### src/rtl/viterbi_decoder_if.sv
// Symbol stream in, decoded bit stream plus channel-quality metric out.
interface viterbi_decoder_if #(
  parameter int PM_WIDTH = 6
);
  logic                sym_in;
  logic                sym_valid;
  logic                out_bit;
  logic                out_valid;
  logic [PM_WIDTH-1:0] pm_min;

  modport master (output sym_in, sym_valid, input out_bit, out_valid, pm_min);
  modport slave  (input sym_in, sym_valid, output out_bit, out_valid, pm_min);
endinterface

### src/rtl/viterbi_decoder.sv
// Hard-decision Viterbi decoder, rate 1/2, K=3, 4 states.
// State index = {s1,s2}; s1 is the most recent information bit.
// Register-exchange survivors; metrics are renormalised every step so the
// best state always sits at 0 and saturation only ever hits losing paths.
module viterbi_decoder #(
  parameter int TB_DEPTH = 16,
  parameter int PM_WIDTH = 6
) (
  input  logic              clock,
  input  logic              reset,
  input  logic              clear,
  viterbi_decoder_if.slave  bus
);
  localparam int S  = 4;
  localparam int CW = $clog2(TB_DEPTH + 1);
  localparam logic [PM_WIDTH-1:0] PM_MAX  = '1;
  localparam logic [PM_WIDTH-1:0] PM_HALF = PM_WIDTH'(1) << (PM_WIDTH - 1);
  // Encoder starts in state 00, so every other state begins heavily penalised.
  localparam logic [S-1:0][PM_WIDTH-1:0] PM_INIT = {PM_HALF, PM_HALF, PM_HALF, {PM_WIDTH{1'b0}}};

  logic                          phase;
  logic                          r1;
  logic [S-1:0][PM_WIDTH-1:0]    pm;
  logic [S-1:0][TB_DEPTH-1:0]    path;
  logic [CW-1:0]                 step_cnt;
  logic                          step_done;

  logic [S-1:0][PM_WIDTH-1:0]    cand;
  logic [S-1:0][TB_DEPTH-1:0]    path_next;
  logic [PM_WIDTH-1:0]           cand_min;
  logic [1:0]                    best;

  function automatic logic [1:0] bmet(logic a1, logic a0, logic e1, logic e0);
    return {1'b0, a1 ^ e1} + {1'b0, a0 ^ e0};
  endfunction

  function automatic logic [PM_WIDTH-1:0] sat_add(logic [PM_WIDTH-1:0] a, logic [1:0] b);
    logic [PM_WIDTH:0] s;
    s = {1'b0, a} + {{(PM_WIDTH-1){1'b0}}, b};
    return s[PM_WIDTH] ? PM_MAX : s[PM_WIDTH-1:0];
  endfunction

  // One ACS unit per next state {u,p}; predecessors are {p,0} and {p,1}.
  for (genvar ns = 0; ns < S; ns++) begin : g_acs
    localparam int   U  = ns / 2;
    localparam int   P  = ns % 2;
    localparam int   PA = 2 * P;
    localparam int   PB = 2 * P + 1;
    localparam logic EU = 1'(U ^ P);
    logic [PM_WIDTH-1:0] c_a, c_b, win_pm;
    logic [TB_DEPTH-1:0] win_path;

    // Compare-select; ties go to the predecessor with s2=0.
    always_comb begin
      c_a = sat_add(pm[PA], bmet(r1, bus.sym_in, EU, EU));
      c_b = sat_add(pm[PB], bmet(r1, bus.sym_in, ~EU, EU));
      if (c_a <= c_b) begin
        win_pm   = c_a;
        win_path = {path[PA][TB_DEPTH-2:0], 1'(U)};
      end else begin
        win_pm   = c_b;
        win_path = {path[PB][TB_DEPTH-2:0], 1'(U)};
      end
    end

    assign cand[ns]      = win_pm;
    assign path_next[ns] = win_path;
  end

  // Smallest new candidate, used for normalisation and reported as pm_min.
  always_comb begin
    cand_min = cand[0];
    for (int i = 1; i < S; i++)
      if (cand[i] < cand_min) cand_min = cand[i];
  end

  // Lowest-index state whose registered metric is 0.
  always_comb begin
    best = 2'd0;
    for (int i = S - 1; i >= 0; i--)
      if (pm[i] == '0) best = 2'(i);
  end

  // Symbol pairing, trellis step, and output one cycle after a qualifying step.
  always_ff @(posedge clock or posedge reset) begin
    if (reset) begin
      phase <= 1'b0; r1 <= 1'b0; pm <= PM_INIT; path <= '0;
      step_cnt <= '0; step_done <= 1'b0;
      bus.out_bit <= 1'b0; bus.out_valid <= 1'b0; bus.pm_min <= '0;
    end else if (clear) begin
      phase <= 1'b0; r1 <= 1'b0; pm <= PM_INIT; path <= '0;
      step_cnt <= '0; step_done <= 1'b0;
      bus.out_bit <= 1'b0; bus.out_valid <= 1'b0; bus.pm_min <= '0;
    end else begin
      step_done     <= 1'b0;
      bus.out_valid <= 1'b0;
      if (bus.sym_valid) begin
        if (!phase) begin
          r1    <= bus.sym_in;
          phase <= 1'b1;
        end else begin
          phase     <= 1'b0;
          for (int i = 0; i < S; i++) pm[i] <= cand[i] - cand_min;
          path      <= path_next;
          bus.pm_min <= cand_min;
          step_done <= 1'b1;
          if (step_cnt != CW'(TB_DEPTH)) step_cnt <= step_cnt + CW'(1);
        end
      end
      if (step_done && step_cnt == CW'(TB_DEPTH)) begin
        bus.out_valid <= 1'b1;
        bus.out_bit   <= path[best][TB_DEPTH-1];
      end
    end
  end
endmodule

### src/flat_wrapper.sv
// flat-port wrapper written by rule: the top's interface ports become plain ports
module viterbi_decoder_flat 
#(
  parameter int TB_DEPTH = 16,
  parameter int PM_WIDTH = 6
)
  (clock, reset, clear, bus_sym_in, bus_sym_valid, bus_out_bit, bus_out_valid, bus_pm_min);
  viterbi_decoder_if #(.PM_WIDTH(PM_WIDTH)) bus_i ();
  input  logic clock;
  input  logic reset;
  input  logic clear;
  input wire logic [$bits(bus_i.sym_in)-1:0] bus_sym_in;
  input wire logic [$bits(bus_i.sym_valid)-1:0] bus_sym_valid;
  output wire logic [$bits(bus_i.out_bit)-1:0] bus_out_bit;
  output wire logic [$bits(bus_i.out_valid)-1:0] bus_out_valid;
  output wire logic [$bits(bus_i.pm_min)-1:0] bus_pm_min;
  assign bus_i.sym_in = bus_sym_in;
  assign bus_i.sym_valid = bus_sym_valid;
  assign bus_out_bit = bus_i.out_bit;
  assign bus_out_valid = bus_i.out_valid;
  assign bus_pm_min = bus_i.pm_min;
  viterbi_decoder #(.TB_DEPTH(TB_DEPTH), .PM_WIDTH(PM_WIDTH)) u_core (.clock(clock), .reset(reset), .clear(clear), .bus(bus_i));
endmodule
### config.mk
export PLATFORM = sky130hd
export DESIGN_NAME = viterbi_decoder_flat
export DESIGN_NICKNAME = d
export VERILOG_FILES = /design/src/rtl/viterbi_decoder_if.sv /design/src/rtl/viterbi_decoder.sv /design/src/flat_wrapper.sv
export SDC_FILE = /design/constraint.sdc
export NUM_CORES = 1
export LEC_CHECK = 0
export ABC_AREA = 1
export CAP_MARGIN = 20
export CORE_AREA = 2 2 114 139
export DETAILED_ROUTE_END_ITERATION = 6
export DIE_AREA = 0 0 116 141
export GPL_ROUTABILITY_DRIVEN = 0
export GPL_TIMING_DRIVEN = 0
export PLACE_DENSITY_LB_ADDON = 0.2
export SKIP_LAST_GASP = 1
export SLEW_MARGIN = 5
export SYNTH_ARGS = -nofsm -noshare
export SYNTH_HDL_FRONTEND = slang
export SYNTH_SLANG_ARGS = --single-unit
### constraint.sdc
create_clock -name clock -period 8.2 [get_ports clock]
set_input_delay 1.64 -clock clock [delete_from_list [all_inputs] [get_ports clock]]
set_output_delay 1.64 -clock clock [all_outputs]
set_load 0.005 [all_outputs]
---- Yosys cells after proc, flatten, opt, wreduce, memory -nomap -nowiden ----
Cells that the tools add are included.
cells by class
  equality and inequality tests ........... 3
  reduce and logical (&&, ||, !) cells .... 12
  mux-type cells .......................... 51
  $add $sub $neg .......................... 17
  bitwise logic cells ..................... 2
  order comparisons ....................... 8
operators with widths
  operator                                                     number
  two-way mux 64 bit                                           3
  two-way mux 6 bit                                            18
  two-way mux 16 bit                                           5
  two-way mux 24 bit                                           3
  adder 6 x 2 -> 7 bit                                         8
  binary-select mux 16 bit (select 2 bit)                      1
  less-or-equal comparator 6 bit                               4
  logical NOT 6 bit                                            4
  subtractor 6 bit                                             4
  two-way mux 5 bit                                            4
  less-than comparator 6 bit                                   3
  two-way mux 1 bit                                            13
  adder 1 x 1 -> 2 bit                                         4
  two-way mux 2 bit                                            4
  nonzero test 2 bit                                           4
  adder 5 x 1 -> 5 bit (second input constant)                 1
  equality test 5 bit (second input constant)                  1
  inequality test 5 bit (second input constant)                1
  AND reduction 2 bit                                          2
  less-than comparator 2 x 3 -> 1 bit (second input constant)  1
  AND reduction 3 bit                                          1
  inequality test 2 bit (second input constant)                1
  inverter 1 bit                                               2
  logical AND 1 bit                                            1
word-level totals
  output and inout port bits .............. 8
  logic and storage cells ................. 108
  flip-flop bits (word level) ............. 104

---- Longest topological paths before layout ----
Gate-level depths: netlist of the first run.
  depth after elaboration ................. 16
  gate-level depth with buffers ........... 57

---- Worst setup path before layout of the first run ----
OpenSTA, ideal clock, no wires.
  path kind ............................... input to register
  start point ............................. input bus_sym_in
  end point ............................... register u_core.pm[4] (netlist name)
  data arrival time ....................... 8.640 ns
  data required time ...................... 8.124 ns
  cell stages on the path ................. 45
  slack ................................... -0.516 ns
  cells stage by stage .................... inv_1 -> ha_1 -> ha_1 -> ha_1 -> nor2_1 -> nor2_1 -> or3b_2 -> ha_1 -> nand2_1 -> nor2_1 -> nand2_1 -> o21ai_1 -> nand2_1 -> clkbuf_1 -> o21ai_0 -> ha_1 -> inv_1 -> o21bai_1 -> [9 not listed] -> nand2_1 -> o21a_1 -> inv_1 -> ha_1 -> nand2_1 -> nand2_1 -> nand3_4 -> nand3_4 -> buf_8 -> nand3_1 -> o21ai_0 -> ha_1 -> fa_1 -> nor2_1 -> o21ai_1 -> nand2_1 -> nand2_1 -> o21ai_1
between the ends
  word-level cells in the longest chain between the ends .. 16
  elaborated cells on any way between the ends .. 39
RTL lines
  what                            line                    RTL
  start, declared                 flat_wrapper.sv:12      input wire logic [$bits(bus_i.sym_in)-1:0] bus_sym_in;
  inverter 1 bit (no line)        n/a
  adder 1 x 1 -> 2 bit            viterbi_decoder.sv:34   return {1'b0, a1 ^ e1} + {1'b0, a0 ^ e0};
  adder 6 x 2 -> 7 bit            viterbi_decoder.sv:39   s = {1'b0, a} + {{(PM_WIDTH-1){1'b0}}, b};
  two-way mux 6 bit               viterbi_decoder.sv:40   return s[PM_WIDTH] ? PM_MAX : s[PM_WIDTH-1:0];
  less-or-equal comparator 6 bit  viterbi_decoder.sv:57   if (c_a <= c_b) begin
  two-way mux 6 bit               viterbi_decoder.sv:57
  less-than comparator 6 bit      viterbi_decoder.sv:74   if (cand[i] < cand_min) cand_min = cand[i];
  two-way mux 6 bit               viterbi_decoder.sv:74
  less-than comparator 6 bit      viterbi_decoder.sv:74
  two-way mux 6 bit               viterbi_decoder.sv:74
  less-than comparator 6 bit      viterbi_decoder.sv:74
  two-way mux 6 bit               viterbi_decoder.sv:74
  subtractor 6 bit (*)            viterbi_decoder.sv:103  for (int i = 0; i < S; i++) pm[i] <= cand[i] - cand_min;
  two-way mux 24 bit (*)          viterbi_decoder.sv:98   if (!phase) begin
  two-way mux 24 bit (*)          viterbi_decoder.sv:97   if (bus.sym_valid) begin
  two-way mux 24 bit (*)          viterbi_decoder.sv:90   end else if (clear) begin
  end signal, assigned            viterbi_decoder.sv:87   phase <= 1'b0; r1 <= 1'b0; pm <= PM_INIT; path <= '0;
  end signal, assigned            viterbi_decoder.sv:91   phase <= 1'b0; r1 <= 1'b0; pm <= PM_INIT; path <= '0;
  end, declared                   viterbi_decoder.sv:23   logic [S-1:0][PM_WIDTH-1:0] pm;
Every way passes the cells marked *; elsewhere a longest branch is shown, timed or not. The select of a mux whose other input is x is not followed.
A chain may end at the register's enable or synchronous reset.

---- Final worst setup path of the first run ----
  start point ............................. input bus_sym_in
  end point ............................... register u_core.pm[17] (netlist name)
The elaborated chain is that of the path after synthesis.

==> flow_metrics.env, run 1 <==
export IMPL_outcome="finished, final reports clean"
export IMPL_skew_pair_late_insertion_delay_ns=0.36
export IMPL_drt_pre_antenna_iters=5
export IMPL_cp_slowest_cell="or3b_4"
export IMPL_dp_final_hpwl_mm=18.2
export IMPL_ys_types=51
export IMPL_synth_top_area_cell="dfrtp_1"
export IMPL_mappedNetlistNets=1248
export IMPL_synth_top_cells_by_area="dfrtp_1 (29%), nand2_1 (13%), o21ai_0 (10%)"
export IMPL_grt_overflow=0
export IMPL_inserted_clock_buffers=9
export IMPL_reg2reg_path_depth=46
export IMPL_hold_viol=0
export IMPL_synthesis_area_per_instance_um2=6.89
export IMPL_cts_num_sinks=98
export IMPL_rr_endpoint="u_core.pm[17]$_DFFE_PP1P_"
export IMPL_critical_path_endpoint_type="flop"
export IMPL_worst_clock_skew_ns=0.0108
export IMPL_layout_commonest_cell="nand2_1"
export IMPL_grt_pass1_wl_mm=38.6
export IMPL_grt_total_usage_pct=30.4
export IMPL_overall_die_area_mm2=0.0164
export IMPL_syn2layout_area_growth_pct=20.4
export IMPL_clockBufferDepth=2
export IMPL_place_port_buffers=12
export IMPL_drt_wl_total_mm=25.0
export IMPL_cts_root_buf="clkbuf_16"
export IMPL_fp_dieW_um=116
export IMPL_synthFlopType="dfrtp_1"
export IMPL_floorplan_initialDensity_pct=53.6
export IMPL_first_global_vias=7904
export IMPL_top_library_cells_by_usage_in_the_layout_fill_and_taps_aside="nand2_1 (267), o21ai_0 (147), inv_1 (118)"
export IMPL_tritoncts="built"
export IMPL_worst_setup_path_endpoint="u_core.pm[17]$_DFFE_PP1P_"
export IMPL_dr_total_vias=8223
export IMPL_post_place_ws_ns=-2.02
export IMPL_final_max_slew_violation_count=0
export IMPL_synthCells=1179
export IMPL_post_route_drc_count=0
export IMPL_synth_seq_cells=98
export IMPL_yosysWarnings=0
export IMPL_max_slew_worst_pin_slew_ns=0.958
export IMPL_clkTransAtPathRegs_ns=0.07
export IMPL_io_pins=13
export IMPL_relSlewSlack_pct=35.4
export IMPL_chipHeight_um=141
export IMPL_drive_above_1_share_pct=20.1
export IMPL_synth_largest_type_area_fraction_pct=29.3
export IMPL_synth_yosys_seq_area_share_pct=30.2
export IMPL_fmax_ghz=0.125
export IMPL_critical_path_max_fanout=7
export IMPL_worstSetupStartpointType="primary input"
export IMPL_drt_vias_per_instance=5.63
export IMPL_r2r_start="u_core.r1$_DFFE_PP0P_"
export IMPL_antenna_diode_count=0
export IMPL_worst_r2r_setup_slack_ns=0.93
export IMPL_required_ns=8.49
export IMPL_floorplan_rows=50
export IMPL_antenna_found_initial=0
export IMPL_layout_setup_ws_ns=0.211
export IMPL_detail_route_iter0_violations=492
export IMPL_synth_edf_count=0
export IMPL_wire_per_inst_um=17.1
export IMPL_worst_ep_arrival_time_ns=8.28
export IMPL_critical_path_top_cell_by_count="nand2_1"
export IMPL_grt_start_max_net_pins=53
export IMPL_holdCritPathClass="flop to flop"
export IMPL_setup_viol_count_final=0
export IMPL_drv_max_cap_violation_count=0
export IMPL_final_min_clock_period_ns=7.99
export IMPL_cp_startpoint="bus_sym_in"
export IMPL_cts_hold_buffers_added=0
export IMPL_drtAntennaViolNets=0
export IMPL_crit_path_max_incr_delay_ns=0.42
export IMPL_fillers=1346
export IMPL_cts_max_level=3
export IMPL_synth_cell_area_mm2=0.00812
export IMPL_tcrit_tclk_final_pct=97.4
export IMPL_crit_type="primary input to flop"
export IMPL_design_final_nets=1316
export IMPL_async_reset_ff_share_pct=100
export IMPL_core_mm2=0.0151
-- cell usage after synthesis, types with 5 or more instances --
cell type  instances
o21ai_0          164
ha_1              63
o21ai_1           10
nor3_1            11
xor2_1            13
nand3_2           13
clkbuf_1          27
nand2_1          282
nor2_2            12
inv_1            132
nand2_4            6
a21oi_1           41
nand2_2           17
a21oi_2            5
nand3_1           92
dfrtp_1           95
inv_2             13
o22ai_1           10
nor2_1           110
-- worst min-delay path by stage --
stage                                           startpoint                          endpoint  slack (ns)  depth (start not counted)
final                     u_core.bus.pm_min[1]$_DFFE_PP0P_  u_core.bus.pm_min[1]$_DFFE_PP0P_        0.49                          2
after global routing      u_core.bus.pm_min[5]$_DFFE_PP0P_  u_core.bus.pm_min[5]$_DFFE_PP0P_        0.53                          2
after CTS                 u_core.bus.pm_min[1]$_DFFE_PP0P_  u_core.bus.pm_min[1]$_DFFE_PP0P_        0.49                          2
after detailed placement  u_core.bus.pm_min[1]$_DFFE_PP0P_  u_core.bus.pm_min[1]$_DFFE_PP0P_        0.47                          2
after global placement         u_core.path[31]$_DFFE_PP0P_       u_core.path[31]$_DFFE_PP0P_        0.47                          2
after floorplan                u_core.path[31]$_DFFE_PP0P_       u_core.path[31]$_DFFE_PP0P_        0.45                          2
-- logic make-up (layout without fill, tap and decap cells) --
family                   count (synthesis)  in the layout  share of synthesized area (%)
AO/OA/AOI/OAI                          247            247                           16.3
XOR/XNOR                                17             17                           2.02
adder cells (fa/ha/maj)                 64             64                           9.95
buffers and inverters                  182            255                           8.84
flip-flops                              98             98                           30.2
AND/OR/NAND/NOR                        571            571                           32.6
-- sequential cells by signal (all words and copies together), names as in the netlist --
name	count
u_core.path	58
u_core.bus.out_bit	1
u_core.bus.pm_min	6
u_core.bus.out_valid	1
u_core.step_done	1
u_core.r1	1
u_core.step_cnt	5
u_core.phase	1
u_core.pm	24
-- layer usage --
metal  routed length, um  share of wire (%)  vias to the layer above  global-route usage, %
li1                    -                  -                     3999                      -
met1                9670                 39                     3882                   35.0
met2               12500                 50                      240                   52.8
met3                1130                4.5                      102                   4.64
met4                1670                6.7                        0                   18.2
met5                   0                  0                        -                      0
-- layout make-up --
type                       count  area, um^2  share of cell area, %
clock buffer                   9         225                   2.30
inverter                     146         561                   5.73
buffer                        35         193                   1.97
clock inverter                 7        75.1                  0.768
tap                          208         260                   2.66
timing repair buffer          58         492                   5.03
multi-input combinational    899        5510                   56.4
sequential                    98        2460                   25.1
-- per-stage QoR --
stage / cells / setup TNS, ns / cell area, um^2 / hold WS [ns] / util, %
detailed placement: 1400 / -48.26 / 8560 / 0.472 / 56.5
CTS: 1439 / 0 / 9310 / 0.490 / 61.5
global placement: 1399 / -45.83 / 8530 / 0.466 / 56.3
floorplan: 1179 / 0 / 8150 / 0.448 / -
global route: 1460 / -0.759 / 9780 / 0.531 / 64.6
finish: 1460 / 0 / 9780 / 0.486 / 64.6
-- worst max-delay path: cells and delay by family --
family,cells,cell delay [ns]
and+or+nand+nor,23,2.43
AOI/OAI and AO/OA,11,1.84
adders and majority gates,6,1.63
buffers and inverters,7,0.71
-- timing repair --
action | CTS | global route
gates cloned | 0 | 0
resized for setup | 70 | 77
endpoints found under the setup margin | 30 | 21
buffers inserted | 23 | 22
pin swaps | 21 | 36
Power of run 1 is left out: the tool's default activity adds up to more than one toggle a clock period on the data nets, which glitch-free logic cannot reach.
==> run 2: changes to the inputs <==
--- a/config.mk
+++ b/config.mk
@@ -12,7 +12,9 @@
 export DIE_AREA = 0 0 116 141
 export GPL_ROUTABILITY_DRIVEN = 0
 export GPL_TIMING_DRIVEN = 0
+export HOLD_SLACK_MARGIN = 0.05
 export PLACE_DENSITY_LB_ADDON = 0.2
+export SETUP_SLACK_MARGIN = 0.02
 export SKIP_LAST_GASP = 1
 export SLEW_MARGIN = 5
 export SYNTH_ARGS = -nofsm -noshare
==> run 2 against run 1 <==
Sequential share of layout area grew 0.11 points. Critical endpoint is now u_core.pm[4]$_DFFE_PP0P_. Final area shrank 0.45%. Die area is the same.
==> flow_metrics.env, run 2 (synthesized netlist as in run 1, its figures left out) <==
export IMPL_holdWs_ns=0.486
export IMPL_timing_hold_worst_path_depth=2
export IMPL_largest_reg_flops=58
export IMPL_registers_top_by_ff_count="u_core.path"
export IMPL_grt_overflow=0
export IMPL_critical_path_top_cell_by_count="nand2_1"
export IMPL_final_max_slew_violation_count=0
export IMPL_overall_die_area_mm2=0.0164
export IMPL_hold_viol=0
export IMPL_drt_vias_per_instance=5.61
export IMPL_drt_wl_total_mm=24.8
export IMPL_max_slew_worst_pin_slew_ns=0.940
export IMPL_final_min_clock_period_ns=8.00
export IMPL_worstSetupStartpointType="primary input"
export IMPL_min_delay_start="u_core.bus.pm_min[4]$_DFFE_PP0P_"
export IMPL_grt_start_max_net_pins=68
export IMPL_detail_route_iter0_violations=505
export IMPL_layout_commonest_cell="nand2_1"
export IMPL_drv_max_cap_violation_count=0
export IMPL_utilization_pct=64.3
export IMPL_io_pins=13
export IMPL_post_place_ws_ns=-1.85
export IMPL_grt_total_usage_pct=30.1
export IMPL_tritoncts="built"
export IMPL_final_instance_count_excl_fill=1456
export IMPL_floorplan_rows=50
export IMPL_fmax_ghz=0.125
export IMPL_fp_dieW_um=116
export IMPL_cts_hold_buffers_added=0
export IMPL_cp_slowest_cell="fa_1"
export IMPL_antenna_diode_count=0
export IMPL_dr_total_vias=8170
export IMPL_clockBufferDepth=2
export IMPL_top_library_cells_by_usage_in_the_layout_fill_and_taps_aside="nand2_1 (263), o21ai_0 (148), inv_1 (116)"
export IMPL_post_route_drc_count=0
export IMPL_critical_path_max_fanout=6
export IMPL_antenna_found_initial=0
export IMPL_dp_final_hpwl_mm=18.2
export IMPL_first_global_vias=7642
export IMPL_holdCritPathClass="flop to flop"
export IMPL_registers_with_the_highest_flip_flop_counts="u_core.path x58, u_core.pm x24, u_core.bus.pm_min x6"
export IMPL_rr_endpoint="u_core.pm[4]$_DFFE_PP0P_"
export IMPL_setup_viol_count_final=0
export IMPL_skew_pair_late_insertion_delay_ns=0.36
export IMPL_crit_path_max_incr_delay_ns=0.44
export IMPL_layout_setup_ws_ns=0.201
export IMPL_critical_path_endpoint_type="flop"
export IMPL_placed_cells=1400
export IMPL_tcrit_tclk_final_pct=97.5
export IMPL_cts_max_level=3
export IMPL_crit_type="primary input to flop"
export IMPL_wire_per_inst_um=17.0
export IMPL_r2r_start="u_core.r1$_DFFE_PP0P_"
export IMPL_cp_num_buf_inv=8
export IMPL_min_delay_worst_endpoint="u_core.bus.pm_min[4]$_DFFE_PP0P_"
export IMPL_required_ns=8.49
export IMPL_design_final_nets=1312
export IMPL_relSlewSlack_pct=36.7
export IMPL_place_port_buffers=12
export IMPL_worst_r2r_setup_slack_ns=0.93
export IMPL_chipHeight_um=141
export IMPL_crit_family="simple AND/OR/NAND/NOR gates"
export IMPL_core_mm2=0.0151
export IMPL_worst_clock_skew_ns=0.00923
export IMPL_floorplan_initialDensity_pct=53.6
export IMPL_drive_above_1_share_pct=20.4
export IMPL_cts_root_buf="clkbuf_16"
export IMPL_reg2reg_path_depth=47
export IMPL_worst_ep_arrival_time_ns=8.28
export IMPL_drt_pre_antenna_iters=7
export IMPL_inserted_clock_buffers=9
export IMPL_clkTransAtPathRegs_ns=0.07
export IMPL_syn2layout_area_growth_pct=19.8
export IMPL_cts_num_sinks=98
export IMPL_grt_pass1_wl_mm=38.0
export IMPL_drtAntennaViolNets=0
export IMPL_outcome="finished, final reports clean"
==> run 2: timing repair <==
| action | in CTS | in global routing |
|---|---|---|
| setup endpoints to repair | 30 | 23 |
| gates cloned | 0 | 1 |
| pin swaps | 21 | 42 |
| gates resized for setup | 57 | 89 |
| setup buffers | 24 | 15 |
==> run 2: worst max path at each step <==
stage / end / slack (ns) / from / cells after the start
2_1_floorplan: u_core.pm[4]$_DFFE_PP0P_ / 0.04 / bus_sym_in / 47
3_3_place_gp: u_core.pm[23]$_DFFE_PP1P_ / -1.72 / bus_sym_in / 52
4_1_cts: u_core.pm[10]$_DFFE_PP0P_ / 0.05 / bus_sym_in / 50
5_1_grt: u_core.pm[5]$_DFFE_PP0P_ / -0.21 / bus_sym_in / 52
6_report: u_core.pm[4]$_DFFE_PP0P_ / 0.20 / bus_sym_in / 48
3_5_place_dp: u_core.pm[23]$_DFFE_PP1P_ / -1.85 / bus_sym_in / 52
==> run 2: layer usage <==
metal  GRT usage (%)  vias to the layer above  part of all wire [%]
met5               0                        -                     0
met4            17.5                        0                   5.9
met3            3.61                       92                   4.4
met2            52.7                      238                    51
met1            34.9                     3848                    39
li1                -                     3992                     -
==> run 2: final cells by class <==
cell class,count,area [um^2]
inverters,146,558
flip-flops and latches,98,2460
clock inverters,6,55.1
fillers,1366,5410
plain buffers,36,196
clock buffers,10,239
multi-input cells,899,5500
repair buffers,53,470
well taps,208,260
==> run 2: tightest hold or removal path: stages, from the launching register on <==
cell	delay [ns]
dfrtp_1	0.35
nand2_1	0.05
o21ai_0	0.06
==> run 2: metrics by stage <==
stage          area [um^2]  TNS (ns)
6_report              9730         0
5_1_grt               9730     -1.52
4_1_cts               9260         0
3_5_place_dp          8570    -43.19
3_3_place_gp          8540    -39.67
2_1_floorplan         8160         0
Power of run 2 is left out for the same reason.
